--- src/rtl/contador_pkg.sv ---
// -----------------------------------------------------------------------------
// contador_pkg
//
// Shared definitions for the counter display slice:
//   SEG_OFF        - active-low segment word with every segment dark
//   AN_*           - active-low anode patterns for the two-digit display
//   GLYPHS         - active-low 7-segment glyphs for 0..F, bit order {g,f,e,d,c,b,a}
//   digit_t        - which digit the scan is currently driving
//   blink_state_t  - states of the wrap blink FSM
//   cnt_width()    - width of a counter that must hold 0..n-1 (never below 1)
// -----------------------------------------------------------------------------
package contador_pkg;

    localparam logic [6:0] SEG_OFF  = 7'h7F;

    localparam logic [1:0] AN_NONE  = 2'b11;
    localparam logic [1:0] AN_UNITS = 2'b10;
    localparam logic [1:0] AN_TENS  = 2'b01;

    // Index = nibble value. A 0 bit lights the segment.
    localparam logic [6:0] GLYPHS [16] = '{
        7'h40,  // 0
        7'h79,  // 1
        7'h24,  // 2
        7'h30,  // 3
        7'h19,  // 4
        7'h12,  // 5
        7'h02,  // 6
        7'h78,  // 7
        7'h00,  // 8
        7'h10,  // 9
        7'h08,  // A
        7'h03,  // b
        7'h46,  // C
        7'h21,  // d
        7'h06,  // E
        7'h0E   // F
    };

    typedef enum logic {
        UNITS = 1'b0,
        TENS  = 1'b1
    } digit_t;

    typedef enum logic {
        IDLE  = 1'b0,
        BLINK = 1'b1
    } blink_state_t;

    // $clog2(1) is 0, which would give a zero-width counter.
    function automatic int cnt_width(input int n);
        return (n > 1) ? $clog2(n) : 1;
    endfunction

endpackage

--- src/rtl/contador_display_seg7_decoder.sv ---
// -----------------------------------------------------------------------------
// seg7_decoder
//
// Purely combinational nibble to 7-segment glyph lookup.
//   nibble_i [3:0] : value to show, 0..F
//   seg_o    [6:0] : active-low segments {g,f,e,d,c,b,a}
// -----------------------------------------------------------------------------
module seg7_decoder
    import contador_pkg::*;
(
    input  logic [3:0] nibble_i,
    output logic [6:0] seg_o
);

    assign seg_o = GLYPHS[nibble_i];

endmodule

--- src/rtl/contador_display.sv ---
// -----------------------------------------------------------------------------
// contador_display
//
// Shows the 4-bit up/down counter value on a two-digit, time-multiplexed,
// common-anode 7-segment display, flags counter wrap-around and blinks the
// display for a fixed interval after every wrap.
//
// Ports
//   clock      in   system clock, rising edge
//   reset      in   asynchronous, active-low reset
//   valor[3:0] in   counter value 0..15
//   seg[6:0]   out  segments, active-low, {g,f,e,d,c,b,a}
//   an[1:0]    out  anodes, active-low; an[0]=units, an[1]=tens
//   wrap_up    out  one-cycle pulse on a 15->0 transition
//   wrap_down  out  one-cycle pulse on a 0->15 transition
//   blinking   out  high while the blink FSM is in BLINK (also its state)
//
// Parameters
//   SCAN_DIV       cycles each digit is driven before switching (>=2)
//   BLINK_HALF     cycles per blink half-period (>=1)
//   BLINK_TOGGLES  blink half-periods per wrap event (even, >=2)
//
// Build option
//   CONTADOR_DISPLAY_HEX_EN : when defined, the units digit shows the value as
//   a single hex digit 0..F and the tens digit is never enabled. Wrap
//   detection and blinking are the same in both builds.
// -----------------------------------------------------------------------------
module contador_display
    import contador_pkg::*;
#(
    parameter int SCAN_DIV      = 1000,
    parameter int BLINK_HALF    = 5_000_000,
    parameter int BLINK_TOGGLES = 6
)(
    input  logic       clock,
    input  logic       reset,
    input  logic [3:0] valor,
    output logic [6:0] seg,
    output logic [1:0] an,
    output logic       wrap_up,
    output logic       wrap_down,
    output logic       blinking
);

    localparam int SCAN_W = cnt_width(SCAN_DIV);
    localparam int HALF_W = cnt_width(BLINK_HALF);
    localparam int TOG_W  = cnt_width(BLINK_TOGGLES);

    localparam logic [SCAN_W-1:0] SCAN_LAST = SCAN_W'(SCAN_DIV - 1);
    localparam logic [HALF_W-1:0] HALF_LAST = HALF_W'(BLINK_HALF - 1);
    localparam logic [TOG_W-1:0]  TOG_LAST  = TOG_W'(BLINK_TOGGLES - 1);

    // ------------------------------------------------------------------
    // Input stage and wrap detection
    // ------------------------------------------------------------------
    logic [3:0] v_q;
    logic [3:0] v_prev_q;
    logic       sampled_q;   // v_q holds a real sample
    logic       primed_q;    // v_prev_q holds a real sample
    logic       wrap_up_q;
    logic       wrap_down_q;

    // v_prev_q only carries a genuine sample from the second edge after
    // reset release; until then it is the reset value 0, and a counter
    // sitting at 15 would otherwise look like a 0->15 wrap.
    always_ff @(posedge clock or negedge reset) begin
        if (!reset) begin
            v_q         <= 4'd0;
            v_prev_q    <= 4'd0;
            sampled_q   <= 1'b0;
            primed_q    <= 1'b0;
            wrap_up_q   <= 1'b0;
            wrap_down_q <= 1'b0;
        end else begin
            v_q         <= valor;
            v_prev_q    <= v_q;
            sampled_q   <= 1'b1;
            primed_q    <= sampled_q;
            wrap_up_q   <= primed_q && (v_prev_q == 4'd15) && (v_q == 4'd0);
            wrap_down_q <= primed_q && (v_prev_q == 4'd0)  && (v_q == 4'd15);
        end
    end

    assign wrap_up   = wrap_up_q;
    assign wrap_down = wrap_down_q;

    logic wrap_any;
    assign wrap_any = wrap_up_q | wrap_down_q;

    // ------------------------------------------------------------------
    // Digit scan
    // ------------------------------------------------------------------
    logic [SCAN_W-1:0] scan_cnt_q;
    logic [SCAN_W-1:0] scan_cnt_d;
    digit_t            digit_q;
    digit_t            digit_d;

    always_comb begin
        scan_cnt_d = scan_cnt_q + 1'b1;
        digit_d    = digit_q;
        if (scan_cnt_q == SCAN_LAST) begin
            scan_cnt_d = '0;
            digit_d    = (digit_q == UNITS) ? TENS : UNITS;
        end
    end

    always_ff @(posedge clock or negedge reset) begin
        if (!reset) begin
            scan_cnt_q <= '0;
            digit_q    <= UNITS;
        end else begin
            scan_cnt_q <= scan_cnt_d;
            digit_q    <= digit_d;
        end
    end

    // ------------------------------------------------------------------
    // Digit selection and decode
    // ------------------------------------------------------------------
    logic [3:0] dec_nibble;
    logic [6:0] dec_seg;

`ifndef CONTADOR_DISPLAY_HEX_EN
    logic       tens;
    logic [3:0] units;
    assign tens  = (v_q >= 4'd10);
    assign units = tens ? (v_q - 4'd10) : v_q;
`endif

    // The single decoder is shared by both digits; the tens digit can only
    // ever be 1, so that slot just feeds it a constant.
    always_comb begin
        dec_nibble = 4'd1;
        if (digit_q == UNITS) begin
`ifdef CONTADOR_DISPLAY_HEX_EN
            dec_nibble = v_q;
`else
            dec_nibble = units;
`endif
        end
    end

    seg7_decoder u_seg7_decoder (
        .nibble_i (dec_nibble),
        .seg_o    (dec_seg)
    );

    logic [6:0] seg_q;
    logic [6:0] seg_d;
    logic [1:0] an_q;
    logic [1:0] an_d;

    always_comb begin
        seg_d = SEG_OFF;
        an_d  = AN_NONE;
        if (digit_q == UNITS) begin
            an_d  = AN_UNITS;
            seg_d = dec_seg;
        end else begin
`ifndef CONTADOR_DISPLAY_HEX_EN
            // Leading zero is blanked but the anode is still driven so the
            // scan duty cycle stays the same for every value.
            an_d = AN_TENS;
            if (tens) begin
                seg_d = dec_seg;
            end
`endif
        end
    end

    always_ff @(posedge clock or negedge reset) begin
        if (!reset) begin
            seg_q <= SEG_OFF;
            an_q  <= AN_NONE;
        end else begin
            seg_q <= seg_d;
            an_q  <= an_d;
        end
    end

    // ------------------------------------------------------------------
    // Blink FSM: state register / next state / outputs
    // ------------------------------------------------------------------
    blink_state_t      state_q;
    blink_state_t      state_d;
    logic [HALF_W-1:0] half_cnt_q;
    logic [HALF_W-1:0] half_cnt_d;
    logic [TOG_W-1:0]  tog_cnt_q;
    logic [TOG_W-1:0]  tog_cnt_d;
    logic              phase_q;
    logic              phase_d;

    always_ff @(posedge clock or negedge reset) begin
        if (!reset) begin
            state_q    <= IDLE;
            half_cnt_q <= '0;
            tog_cnt_q  <= '0;
            phase_q    <= 1'b0;
        end else begin
            state_q    <= state_d;
            half_cnt_q <= half_cnt_d;
            tog_cnt_q  <= tog_cnt_d;
            phase_q    <= phase_d;
        end
    end

    // A wrap pulse always (re)starts a full blink interval, whether the FSM
    // is idle or already blinking.
    always_comb begin
        state_d    = state_q;
        half_cnt_d = half_cnt_q;
        tog_cnt_d  = tog_cnt_q;
        phase_d    = phase_q;
        case (state_q)
            IDLE: begin
                if (wrap_any) begin
                    state_d    = BLINK;
                    half_cnt_d = '0;
                    tog_cnt_d  = '0;
                    phase_d    = 1'b0;
                end
            end
            BLINK: begin
                if (wrap_any) begin
                    half_cnt_d = '0;
                    tog_cnt_d  = '0;
                    phase_d    = 1'b0;
                end else if (half_cnt_q == HALF_LAST) begin
                    half_cnt_d = '0;
                    if (tog_cnt_q == TOG_LAST) begin
                        state_d   = IDLE;
                        tog_cnt_d = '0;
                        phase_d   = 1'b0;
                    end else begin
                        tog_cnt_d = tog_cnt_q + 1'b1;
                        phase_d   = ~phase_q;
                    end
                end else begin
                    half_cnt_d = half_cnt_q + 1'b1;
                end
            end
            default: begin
                state_d    = IDLE;
                half_cnt_d = '0;
                tog_cnt_d  = '0;
                phase_d    = 1'b0;
            end
        endcase
    end

    logic blank;

    always_comb begin
        blinking = (state_q == BLINK);
        blank    = (state_q == BLINK) && phase_q;
    end

    // Blanking is applied after the output register so the dark half-periods
    // line up exactly with the blink FSM; the scan underneath keeps running.
    assign seg = blank ? SEG_OFF : seg_q;
    assign an  = blank ? AN_NONE : an_q;

endmodule

--- config.mk ---
export PLATFORM = sky130hd
export DESIGN_NAME = contador_display
export DESIGN_NICKNAME = d
export VERILOG_FILES = /design/src/rtl/contador_pkg.sv /design/src/rtl/contador_display_seg7_decoder.sv /design/src/rtl/contador_display.sv
export SDC_FILE = /design/constraint.sdc
export NUM_CORES = 1
export LEC_CHECK = 0
export CAP_MARGIN = 20
export CORE_MARGIN = 2
export CORE_UTILIZATION = 60
export CTS_BUF_LIST = sky130_fd_sc_hd__clkbuf_8
export DETAILED_ROUTE_END_ITERATION = 6
export PLACE_DENSITY = 0.9
export SLEW_MARGIN = 20
export SYNTH_ARGS = -nofsm -noshare
export SYNTH_HDL_FRONTEND = slang
export SYNTH_SLANG_ARGS = --single-unit
--- constraint.sdc ---
create_clock -name clock -period 5.7 [get_ports clock]
set_input_delay 1.425 -clock clock [delete_from_list [all_inputs] [get_ports clock]]
set_output_delay 1.425 -clock clock [all_outputs]
set_load 0.02 [all_outputs]
# Word level (Yosys, flattened, before mapping)
# Memory sizes are Yosys's and may differ from the RTL's.
# Index checks and enable logic that the tools add are counted.
[classes] addsub=4 order_cmp=2 eq_ne=7 mux=30 bitwise=4 n_reduce_logical=8
[ops] cell="two-way mux 23 bit" n=3
[ops] cell="case mux 23 bit (2 select lines)" n=1
[ops] cell="two-way mux 7 bit" n=5
[ops] cell="adder 23 x 1 -> 23 bit (second input constant)" n=1
[ops] cell="equality test 23 bit (second input constant)" n=1
[ops] cell="two-way mux 3 bit" n=4
[ops] cell="adder 10 x 1 -> 10 bit (second input constant)" n=1
[ops] cell="equality test 10 bit (second input constant)" n=1
[ops] cell="two-way mux 10 bit" n=1
[ops] cell="two-way mux 1 bit" n=9
[ops] cell="equality test 4 bit (second input constant)" n=2
[ops] cell="logical NOT 4 bit" n=2
[ops] cell="two-way mux 4 bit" n=2
[ops] cell="case mux 3 bit (2 select lines)" n=1
[ops] cell=">= comparator 5 bit (second input constant)" n=1
[ops] cell="logical AND 1 bit" n=5
[ops] cell="NOT 4 -> 5 bit" n=1
[ops] cell=">= comparator 4 bit (second input constant)" n=1
[ops] cell="two-way mux 2 bit" n=2
[ops] cell="case mux 1 bit (2 select lines)" n=2
[ops] cell="subtractor 4 bit (second input constant)" n=1
[ops] cell="adder 3 x 1 -> 3 bit (second input constant)" n=1
[ops] cell="equality test 3 bit (second input constant)" n=1
[ops] cell="inequality test 3 x 2 -> 1 bit (second input constant)" n=1
[ops] cell="4 further kinds" n=5
[totals] register_bits=60 rom_bits=112 inputBits=6 out_inout_bits=12 word_cells=70 mem_count=1
[mem_list] name="(no name shown)" depth=16 width=7 read_ports=1 rd_clocked_by_memory_dff=0 write_ports=0 line="contador_display_seg7_decoder.sv:15" source="assign seg_o = GLYPHS[nibble_i];"

# Depth between registers and ports, before layout
[logic_depth] depth_word=9 depth_mapped=8 depth_no_buf=8

# By module
# A second synthesis with hierarchy kept.
[hier_totals] cells_unflattened=331 hier_area_um2=3166.8
[by_module_without_submodules] mod="contador_display" n_inst=1 cells_each=299 area_each_um2=2891.5 seq_area_each_um2=1512.7
[by_module_without_submodules] mod="seg7_decoder" n_inst=1 cells_each=32 area_each_um2=275.3 seq_area_each_um2=0.0

# Worst setup path before layout
# No wires, ideal clock.
[synth_timing] path_type="reg2out" from="reg state_q, in the netlist blinking" to="out an[0]" t_arrival_ps=977 slack_ps=3298 stages_incl_launch_ff=3 path_buffers=0 path_cell_list="dfrtp_1 -> nand2_1 -> nand2b_1"
[synth_between] elab_chain_cells=2
[synth_rtl] element="start, declared" line="contador_display.sv:184" source="blink_state_t state_q;"
[synth_rtl] element="start signal, assigned" line="contador_display.sv:200" source="state_q <= state_d;"
[synth_rtl] element="logical AND 1 bit" line="contador_display.sv:255" source="blank = (state_q == BLINK) && phase_q;"
[synth_rtl] element="two-way mux 2 bit" line="contador_display.sv:261" source="assign an = blank ? AN_NONE : an_q;"
[synth_rtl] element="end, declared" line="contador_display.sv:39" source="output logic [1:0] an,"
# No other way between the ends.

# Worst setup path after layout
[layout_timing] from="reg state_q, in the netlist blinking" to="out seg[3]"
[layout_between] elab_chain_cells=2
[layout_rtl] element="logical AND 1 bit" line="contador_display.sv:255"
[layout_rtl] element="two-way mux 7 bit" line="contador_display.sv:260" source="assign seg = blank ? SEG_OFF : seg_q;"
[layout_rtl] element="end, declared" line="contador_display.sv:38" source="output logic [6:0] seg,"
# No other way between the ends.

==> reports/qor.txt <==
status -> completed
CTS Buffer Depth -> 2
Via density -> 6.30
cell row count -> 26
Setup crit end kind -> primary output
met1 Usage GRT -> 32.9%
GPL Wtd Cong -> 0.862
Mapped Nets -> 319
worst path bufs/invs -> 1
global-route wire length before repair -> 11000 um
DR WL/cell -> 16.8 um
die width -> 75.8 um
CP max stage delay -> 0.82 ns
IO Port Bufs -> 17
Synth Cell Area -> 0.00310 mm^2
CTS tree -> done
warnings from Yosys -> 0
hpwl dp -> 4180 um
crit-path cells -> nand2_1 > nand2b_1 > clkdlybuf4s50_1
Final Core Density -> 69.7%
hold_buf cts -> 0
Vias -> 2509
I/O pin total -> 18
unrepaired setup endpoints after global routing -> no
core area -> 0.00504 mm^2
fmax -> 262 MHz
layout cell share with drive strength beyond 1 -> 11.6%
Hold Path Stages -> 0
H-tree depth -> 3
first-pass iteration count of the detailed router -> 4
Slew @ Worst Pin -> 1.03 ns
crit-path leading delay family -> flip-flops
Clock Sinks -> 60
final hold vios -> 0
post-CTS sizing -> 0
commonest non-fill, non-tap cell in the layout -> dfrtp_1
WP depth -> 3
pins over their slew limit -> 0
Die ar. -> 0.00575 mm^2
EDFF count, synth -> 0
cells after synthesis -> 304
vias in the first global route -> 2380
synthesis-stage register bit count -> 60
crit start category -> flop
largest net degree at the start of global routing -> 61
pwr/cell area -> 292 mW/mm^2
register area share after synthesis -> 48.8%
most frequent cells in the layout -> dfrtp_1 (51), nand2_1 (25), nor2_1 (24)
crit path DAT -> 2.40 ns
grt met2 use -> 42.0%
Synth async-reset ratio -> 100%
total gr overflow -> 0
Max-cap violations -> 0
Critical Path Fanout Max -> 25
Nets -> 338
Num CTS Buffers -> 9
Fin Setup TNS -> 0 ns
slowest CP cell -> dfrtp_1
Worst Hold Class -> reg -> reg
FILL cells -> 369
Clock transition at path regs -> 0.07 ns
Worst Path Required -> 4.28 ns
worst vdd ir -> 196 uV
Remaining DRCs -> 0
met3 Use GR -> 4.89%
Slew headroom -> 31.0%
Synth Flop Type -> dfrtp_1
Worst-Skew Late Latency -> 0.34 ns
Syn Area/Cell -> 10.2 um^2
diode count -> 0
Tcrit/Tclk final -> 67.1%
Syn-to-layout area delta -> 13.5%
initial antenna violation count -> 0
Min Clock Period, post-route -> 3.82 ns
layer with the highest usage -> met2
cells on worst reg2reg path -> 4
Fin Clk Skew -> 0.00570 ns
Total Routing Usage GR -> 25.5%
leak pwr -> 0.00150 uW
antenna viol nets, final -> 0
DRT iter0 DRCs -> 234
clock root buffer -> clkbuf_8
initial cell density of the core -> 61.4%
type of the worst setup path -> reg -> out
routed wire length -> 6700 um
DIE HEIGHT -> 75.8 um
post-synth cell types -> 59
Finish-stage setup viols -> 0
Post CTS Setup Buffer Count -> 0
path summary, 6_finish.rpt:
check	from	end	slack [ns]
setup / recovery	blinking$_DFF_PN0_	seg[3]	1.88
min in group asynchronous	reset	half_cnt_q[2]$_DFFE_PN0P_	1.22
hold reg to reg	sampled_q$_DFF_PN0_	primed_q$_DFF_PN0_	0.36
max in group asynchronous	reset	half_cnt_q[18]$_DFFE_PN0P_	3.98
hold / removal	sampled_q$_DFF_PN0_	primed_q$_DFF_PN0_	0.36
setup reg to reg	blinking$_DFF_PN0_	half_cnt_q[6]$_DFFE_PN0P_	3.29
worst register-to-register path, stage by stage (launching register included):
cell and delay (ns):
dfrtp_1 0.82, clkinv_1 0.47, a21oi_2 0.62, a21oi_1 0.15
a311oi_1 0.25
kinds of logic after synthesis:
logic type | share of synthesized area, %
multiplexers | 1.62
AND/OR/NAND/NOR | 24.7
AO/OA/AOI/OAI | 14.3
other | 0.121
XOR/XNOR | 3.39
buffers and inverters | 3.35
adder cells (fa/ha/maj) | 3.64
flip-flops | 48.8
flip-flops by register name (all words and copies together) (netlist names), 2 cells and up:
signal	flops
seg_q	7
tog_cnt_q	3
an_q	2
half_cnt_q	23
v_prev_q	4
v_q	4
scan_cnt_q	10
final cells by class:
class                           count  area (um^2)  area share, %
Multi-Input combinational cell    225         1480           42.2
Inverter                            9         33.8          0.961
Timing Repair Buffer               18          173           4.91
Clock inverter                      6         87.6           2.49
Clock buffer                       10          138           3.91
Tap cell                           70         87.6           2.49
Sequential cell                    60         1510           43.0
synthesized netlist by cell type, types with 2 or more instances:
cell	instances	share of area, %
nand3_1	17	2.7
a211oi_1	3	0.73
nor4_1	5	1.0
dfstp_2	9	7.6
xor2_1	7	2.0
o21ai_1	8	1.3
nand4_1	7	1.4
o21ai_0	9	1.5
nand2b_1	9	1.8
and2_1	2	0.40
inv_1	8	0.97
nor4b_1	2	0.57
buf_6	3	1.1
nor2_1	24	2.9
dfrtp_1	51	41
and4_2	2	0.65
and3_1	8	1.6
nor3_1	10	1.6
a21o_1	3	0.73
a21oi_1	12	1.9
a32o_1	12	3.9
nor2b_1	3	0.61
nor3b_1	7	1.7
o211ai_1	2	0.48
clkbuf_1	3	0.36
nand3b_1	2	0.48
mux2i_1	5	1.6
xnor2_1	5	1.4
o221ai_1	2	0.57
nand2_1	25	3.0
ha_1	9	3.6
a311oi_1	3	0.85
metal layers:
| metal | wire length, um | vias to the layer above |
|---|---|---|
| met5 | 0 | - |
| met1 | 2870 | 1248 |
| met3 | 285 | 18 |
| met4 | 123 | 0 |
| li1 | - | 1161 |
| met2 | 3420 | 82 |
metrics by stage:
| stage | hold WS [ns] | instances | instance area (um^2) | total power, uW | setup slack, ns |
|---|---|---|---|---|---|
| 6_report | 0.360 | 398 | 3520 | 1030 | 1.88 |
| 5_1_grt | 0.375 | 398 | 3520 | 1070 | 1.77 |
| 4_1_cts | 0.363 | 398 | 3510 | 1030 | 1.88 |
| 3_5_place_dp | 0.347 | 382 | 3290 | 597 | 2.25 |
| 3_3_place_gp | 0.333 | 382 | 3290 | 592 | 2.35 |
| 2_1_floorplan | 0.331 | 304 | 3100 | 554 | 3.30 |
power breakdown:
group | total (uW) | switching, uW | internal, uW | leakage [uW]
combinational | 112 | 64.4 | 47.1 | 0.000628
sequential | 481 | 26.8 | 454 | 0.000764
clock | 435 | 178 | 257 | 0.000105
total | 1030 | 269 | 758 | 0.00150
(Power assumes the default switching activity.)
